--- config.mk ---
export PLATFORM = sky130hd
export DESIGN_NAME = river_crossing_ctrl
export DESIGN_NICKNAME = d
export VERILOG_FILES = /design/src/rtl/river_crossing_ctrl.sv
export SDC_FILE = /design/constraint.sdc
export NUM_CORES = 1
export LEC_CHECK = 0
export CAP_MARGIN = 0
export CORE_MARGIN = 4
export CORE_UTILIZATION = 45
export CTS_CLUSTER_DIAMETER = 30
export DETAILED_ROUTE_END_ITERATION = 12
export GPL_ROUTABILITY_DRIVEN = 0
export PLACE_DENSITY = 0.87
export SLEW_MARGIN = 20
export SYNTH_ARGS = -nofsm -noshare
export SYNTH_HDL_FRONTEND = slang
export SYNTH_SLANG_ARGS = --single-unit
export TNS_END_PERCENT = 100
--- constraint.sdc ---
create_clock -name clock -period 2.4 [get_ports clock]
set_clock_uncertainty 0.2 [all_clocks]
set_input_delay 0.24 -clock clock [delete_from_list [all_inputs] [get_ports clock]]
set_output_delay 0.24 -clock clock [all_outputs]
set_load 0.005 [all_outputs]
--- src/rtl/river_crossing_ctrl.sv ---
// River-crossing puzzle controller: a move or undo request is applied on the clock edge that sees its rising edge; Lost/Won follow one edge later; requests are never stalled.
// Optional one-deep undo history is compiled in when RCC_UNDO_EN is defined.
module river_crossing_ctrl #(
  parameter int MAX_MOVES = 99
) (
  input  logic       clock,
  input  logic       resetn,
  input  logic       move,
  input  logic [1:0] sel,
  input  logic       undo,
  input  logic       alarm,
  output logic       farmer,
  output logic       cabbage,
  output logic       goat,
  output logic       wolf,
  output logic       lost,
  output logic       won,
  output logic       illegal,
  output logic [6:0] moves
);

  localparam logic [6:0] MovesMax = 7'(MAX_MOVES);

  typedef enum logic [1:0] {PLAY, LOST, WON} state_t;

  state_t     state_q, state_d;
  logic [3:0] pos_q, pos_d;  // {farmer, cabbage, goat, wolf}
  logic [6:0] moves_q, moves_d;
  logic       illegal_q, illegal_d;
  logic       move_q;
  logic       move_req;
  logic       item_pos;
  logic       legal;
  logic [3:0] toggle;

  assign move_req = move & ~move_q;

  always_comb begin
    item_pos = pos_q[3];
    toggle   = 4'b1000;
    case (sel)
      2'b01:   begin item_pos = pos_q[2]; toggle = 4'b1100; end
      2'b10:   begin item_pos = pos_q[1]; toggle = 4'b1010; end
      2'b11:   begin item_pos = pos_q[0]; toggle = 4'b1001; end
      default: begin item_pos = pos_q[3]; toggle = 4'b1000; end
    endcase
  end

  // Passengers may only board on the farmer's bank.
  assign legal = (sel == 2'b00) || (item_pos == pos_q[3]);

`ifdef RCC_UNDO_EN
  logic       undo_q;
  logic       undo_req;
  logic       hist_vld_q, hist_vld_d;
  logic [3:0] hist_pos_q, hist_pos_d;
  logic [6:0] hist_moves_q, hist_moves_d;

  assign undo_req = undo & ~undo_q;
`else
  logic unused_undo;
  assign unused_undo = undo;
`endif

  always_comb begin
    state_d   = state_q;
    pos_d     = pos_q;
    moves_d   = moves_q;
    illegal_d = 1'b0;
`ifdef RCC_UNDO_EN
    hist_vld_d   = hist_vld_q;
    hist_pos_d   = hist_pos_q;
    hist_moves_d = hist_moves_q;
    // Undo outranks both a simultaneous move and the alarm check.
    if (undo_req && (state_q != WON)) begin
      if (hist_vld_q) begin
        pos_d      = hist_pos_q;
        moves_d    = hist_moves_q;
        hist_vld_d = 1'b0;
        state_d    = PLAY;
      end else begin
        illegal_d = 1'b1;
      end
    end else
`endif
    if (state_q == PLAY) begin
      if (alarm) begin
        state_d = LOST;
      end else if (&pos_q) begin
        state_d = WON;
      end else if (move_req) begin
        if (legal) begin
          pos_d = pos_q ^ toggle;
          if (moves_q < MovesMax) begin
            moves_d = moves_q + 7'd1;
          end
`ifdef RCC_UNDO_EN
          hist_vld_d   = 1'b1;
          hist_pos_d   = pos_q;
          hist_moves_d = moves_q;
`endif
        end else begin
          illegal_d = 1'b1;
        end
      end
    end
  end

  always_ff @(posedge clock) begin
    if (!resetn) begin
      state_q   <= PLAY;
      pos_q     <= 4'b0000;
      moves_q   <= 7'd0;
      illegal_q <= 1'b0;
      // History of 1 means a level held through reset is not a request.
      move_q    <= 1'b1;
`ifdef RCC_UNDO_EN
      undo_q       <= 1'b1;
      hist_vld_q   <= 1'b0;
      hist_pos_q   <= 4'b0000;
      hist_moves_q <= 7'd0;
`endif
    end else begin
      state_q   <= state_d;
      pos_q     <= pos_d;
      moves_q   <= moves_d;
      illegal_q <= illegal_d;
      move_q    <= move;
`ifdef RCC_UNDO_EN
      undo_q       <= undo;
      hist_vld_q   <= hist_vld_d;
      hist_pos_q   <= hist_pos_d;
      hist_moves_q <= hist_moves_d;
`endif
    end
  end

  assign farmer  = pos_q[3];
  assign cabbage = pos_q[2];
  assign goat    = pos_q[1];
  assign wolf    = pos_q[0];
  assign lost    = (state_q == LOST);
  assign won     = (state_q == WON);
  assign illegal = illegal_q;
  assign moves   = moves_q;

endmodule

==> metrics.md <==
| Metric | Value |
|---|---|
| Unrepaired setup endpoints after global routing | false |
| N_diodes | 0 |
| Clk Latency, worst-skew pair | 0.29 ns |
| Clock sinks | 15 |
| Worst Path Buf+Inv | 2 |
| Critical path arrival | 2.23 ns |
| Post-layout worst setup margin | 0.139 ns |
| Share of cells above drive strength 1 | 9.09% |
| Clock root buffer | clkbuf_4 |
| Core region area | 1520 um2 |
| Final hold vios | 0 |
| Via Count | 724 |
| # IOs | 21 |
| Min-Delay Endpoint | moves[6] |
| Delay-heaviest family, CP | compound AO/OA/AOI/OAI gates |
| First-pass GRT wire length | 2860 um |
| Register area share after synthesis | 41.2% |
| PortBufs | 19 |
| CP Data Required Time | 2.37 ns |
| Iteration-0 DRC Markers | 24 |
| RR Endpoint | pos_q[1] |
| Final ANT Viol Nets | 0 |
| Setup crit start kind | input port |
| Placed Area | 981 um2 |
| Reg power frac | 57.0% |
| Initial Util | 47.9% |
| Crit-path max cell delay | 0.41 ns |
| Tcrit/Tclk final | 94.2% |
| Routed wire length | 1840 um |
| Initial antenna violation count | 0 |
| Post-synth cell types | 27 |
| Hold Startpoint | moves[6] |
| Top fanout value on the critical path | 4 |
| Final HPWL DP | 1360 um |
| Setup CP Type | input port to flop |
| Post CTS Setup Buffer Count | 0 |
| Leak pwr | 0.376 nW |
| Slew Limit Fails | 0 |
| Cells after Synth | 82 |
| Max-Cap Viols | 0 |
| Worst R2R Path Depth | 6 |
| Clock network fraction of total power | 33.2% |
| Worst hold path stage count | 2 |
| H-Tree Depth | 1 |
| CTS buffer count | 3 |
| Max frequency | 442 MHz |
| Pwr dens | 446 nW/um2 |
| Worst-path cell chain | clkdlybuf4s50_1, and2_1, ha_1, a2111o_1, buf_4, a311oi_1, xnor2_1, nor2_1 |
| Syn nets | 91 |
| # rows | 14 |
| Reg2Reg Setup Slack | 0.29 ns |
| Combinational Power Share | 9.8% |
| Pre-CTS WS | -0.142 ns |
| Final Instance Area | 1010 um2 |
| # setup viols final | 0 |
| Critical path capture point type | flop |
| NetSw | 0.000108 W |
| Resize count post-CTS | 0 |
| Iteration count of the initial detailed-routing pass | 6 |
| Util after Layout | 66.1% |
| Tightest Pin Transition | 0.358 ns |
| Die area | 2330 um2 |
| Internal power | 0.000341 W |
| NumNets Final | 120 |
| Syn Area/Cell | 8.90 um2 |
| Tot GR Track Use | 17.9% |
| Peak supply drop | 386 uV |
| Slowest cell on the critical path | clkdlybuf4s50_1 |
| CTS tree | yes |
| Die Width | 48.3 um |
| Rel. slew slack | 75.5% |
| Number of global-route vias before repair | 683 |
| Net Sw Frac | 24.1% |
| Die H | 48.3 um |
| Max clock buf depth | 2 |
| Clock Pin Slew Worst Setup and Hold Paths | 0.09 ns |
| Hold_buf cts | 0 |
| Final min period | 2.26 ns |
| Hold Path Class | flop to flop |
| WL per Instance | 14.6 um |
| Drt drc | 0 |
| Pin count of the biggest net entering global routing | 13 |
| Layout area overhead | 38.1% |
| Outcome | finished, final reports clean |
| Yosys warning count | 0 |
| Post-DR vias/cell | 5.75 |
| Mapped Area | 729 um2 |
| FF-to-FF Start | pos_q[1] |
| Count of state elements after synthesis | 15 |
| GR Overflow Total | 0 |
## cells in the final DEF (no fill, tap or decap)
cell	netlist	routed
buf_4	0	6
a21oi_1	4	4
nor2_1	14	14
clkdlybuf4s50_1	0	19
a21o_1	3	3
and3_1	1	1
inv_1	5	5
a311oi_1	2	2
nand4_1	3	3
clkbuf_4	0	3
nand4b_1	1	1
a2111oi_0	1	1
nor2b_1	3	3
nand2_1	3	3
nor3_1	1	1
dfxtp_1	15	15
a31oi_1	1	1
a41o_1	1	1
a211oi_1	1	1
clkbuf_1	1	1
a311oi_4	1	1
ha_1	2	2
mux2i_1	3	3
a2111o_1	1	1
and2_1	1	1
nand2b_1	4	4
xnor2_1	4	4
o21ai_0	2	2
a41oi_1	1	1
nand3_1	3	3
## worst max-delay path by stage
| stage | to | cells after the start | from | slack [ns] |
|---|---|---|---|---|
| final | pos_q[1] | 8 | sel[0] | 0.14 |
| after detailed placement | moves[5] | 8 | sel[0] | -0.14 |
| after global placement | moves[5] | 8 | sel[0] | -0.08 |
| after floorplan | moves[5] | 6 | sel[0] | 0.30 |
| after global routing | pos_q[1] | 8 | sel[0] | 0.04 |
| after CTS | pos_q[1] | 8 | sel[0] | 0.13 |
## per-stage QoR
stage               power (W)  cells  hold slack [ns]  TNS (ns)
floorplan            0.000280     82            0.113         0
global placement     0.000303    122            0.279    -0.236
detailed placement   0.000305    122            0.287    -0.810
CTS                  0.000450    126            0.309         0
global route         0.000470    126            0.348         0
finish               0.000449    126            0.306         0
## cells in the mapped netlist (all sizes together)
library cell	instances	area share [%]
a41o	1	1.4
nand3	3	2.1
inv	5	2.6
nand2b	4	3.4
a21oi	4	2.7
nor2b	3	2.6
a2111oi	1	1.2
xnor2	4	4.8
a31oi	1	0.86
a2111o	1	1.5
dfxtp	15	41
nand2	3	1.5
a311oi	3	6.0
a41oi	1	1.2
and3	1	0.86
a21o	3	3.1
nand4b	1	1.2
clkbuf	1	0.51
mux2i	3	4.1
nand4	3	2.6
nor2	14	7.2
and2	1	0.86
o21ai	2	1.4
nor3	1	0.69
a211oi	1	1.0
ha	2	3.4
## state kept, by name, summed over array words and instances (netlist names)
register  flops
moves         7
pos_q         4
state_q       2
illegal       1
move_q        1
## kinds of logic (layout without fill, tap and decap cells)
| family | after synthesis | after routing | share of synthesized area, % |
|---|---|---|---|
| and+or+nand+nor | 34 | 34 | 23.0 |
| AOI/OAI and AO/OA | 18 | 18 | 20.4 |
| DFF | 15 | 15 | 41.2 |
| buffers and inverters | 6 | 34 | 3.09 |
| xor gates and xnor gates | 4 | 4 | 4.80 |
| muxes | 3 | 3 | 4.12 |
| adders and majority gates | 2 | 2 | 3.43 |
## area by class of cell
class,instances,area (um2)
timing repair buffer,25,235
fill,128,517
clock buffer,4,26.3
tap,16,20.0
multi-input combinational,61,407
inverter,5,18.8
sequential,15,300
## layer usage
metal | vias up | routed length (um) | global-route usage [%]
li1 | 350 | - | -
met1 | 336 | 765 | 22.1
met2 | 33 | 923 | 27.6
met3 | 5 | 110 | 4.80
met4 | 0 | 38 | 10.8
met5 | - | 0 | 0
## power by group through the flow
stage / combinational [W] / sequential, W / clock, W
2_1_floorplan: 0.0000188 / 0.000261 / 0
6_report: 0.0000439 / 0.000256 / 0.000149
5_1_grt: 0.0000482 / 0.000257 / 0.000165
4_1_cts: 0.0000441 / 0.000256 / 0.000150
3_5_place_dp: 0.0000436 / 0.000262 / 0
3_3_place_gp: 0.0000418 / 0.000262 / 0
## tightest hold or removal path: stages, from the launching register on
cell     delay [ns]
dfxtp_1        0.36
a21oi_1        0.05
nor2_1         0.07
Power figures use the tool's default switching activity.
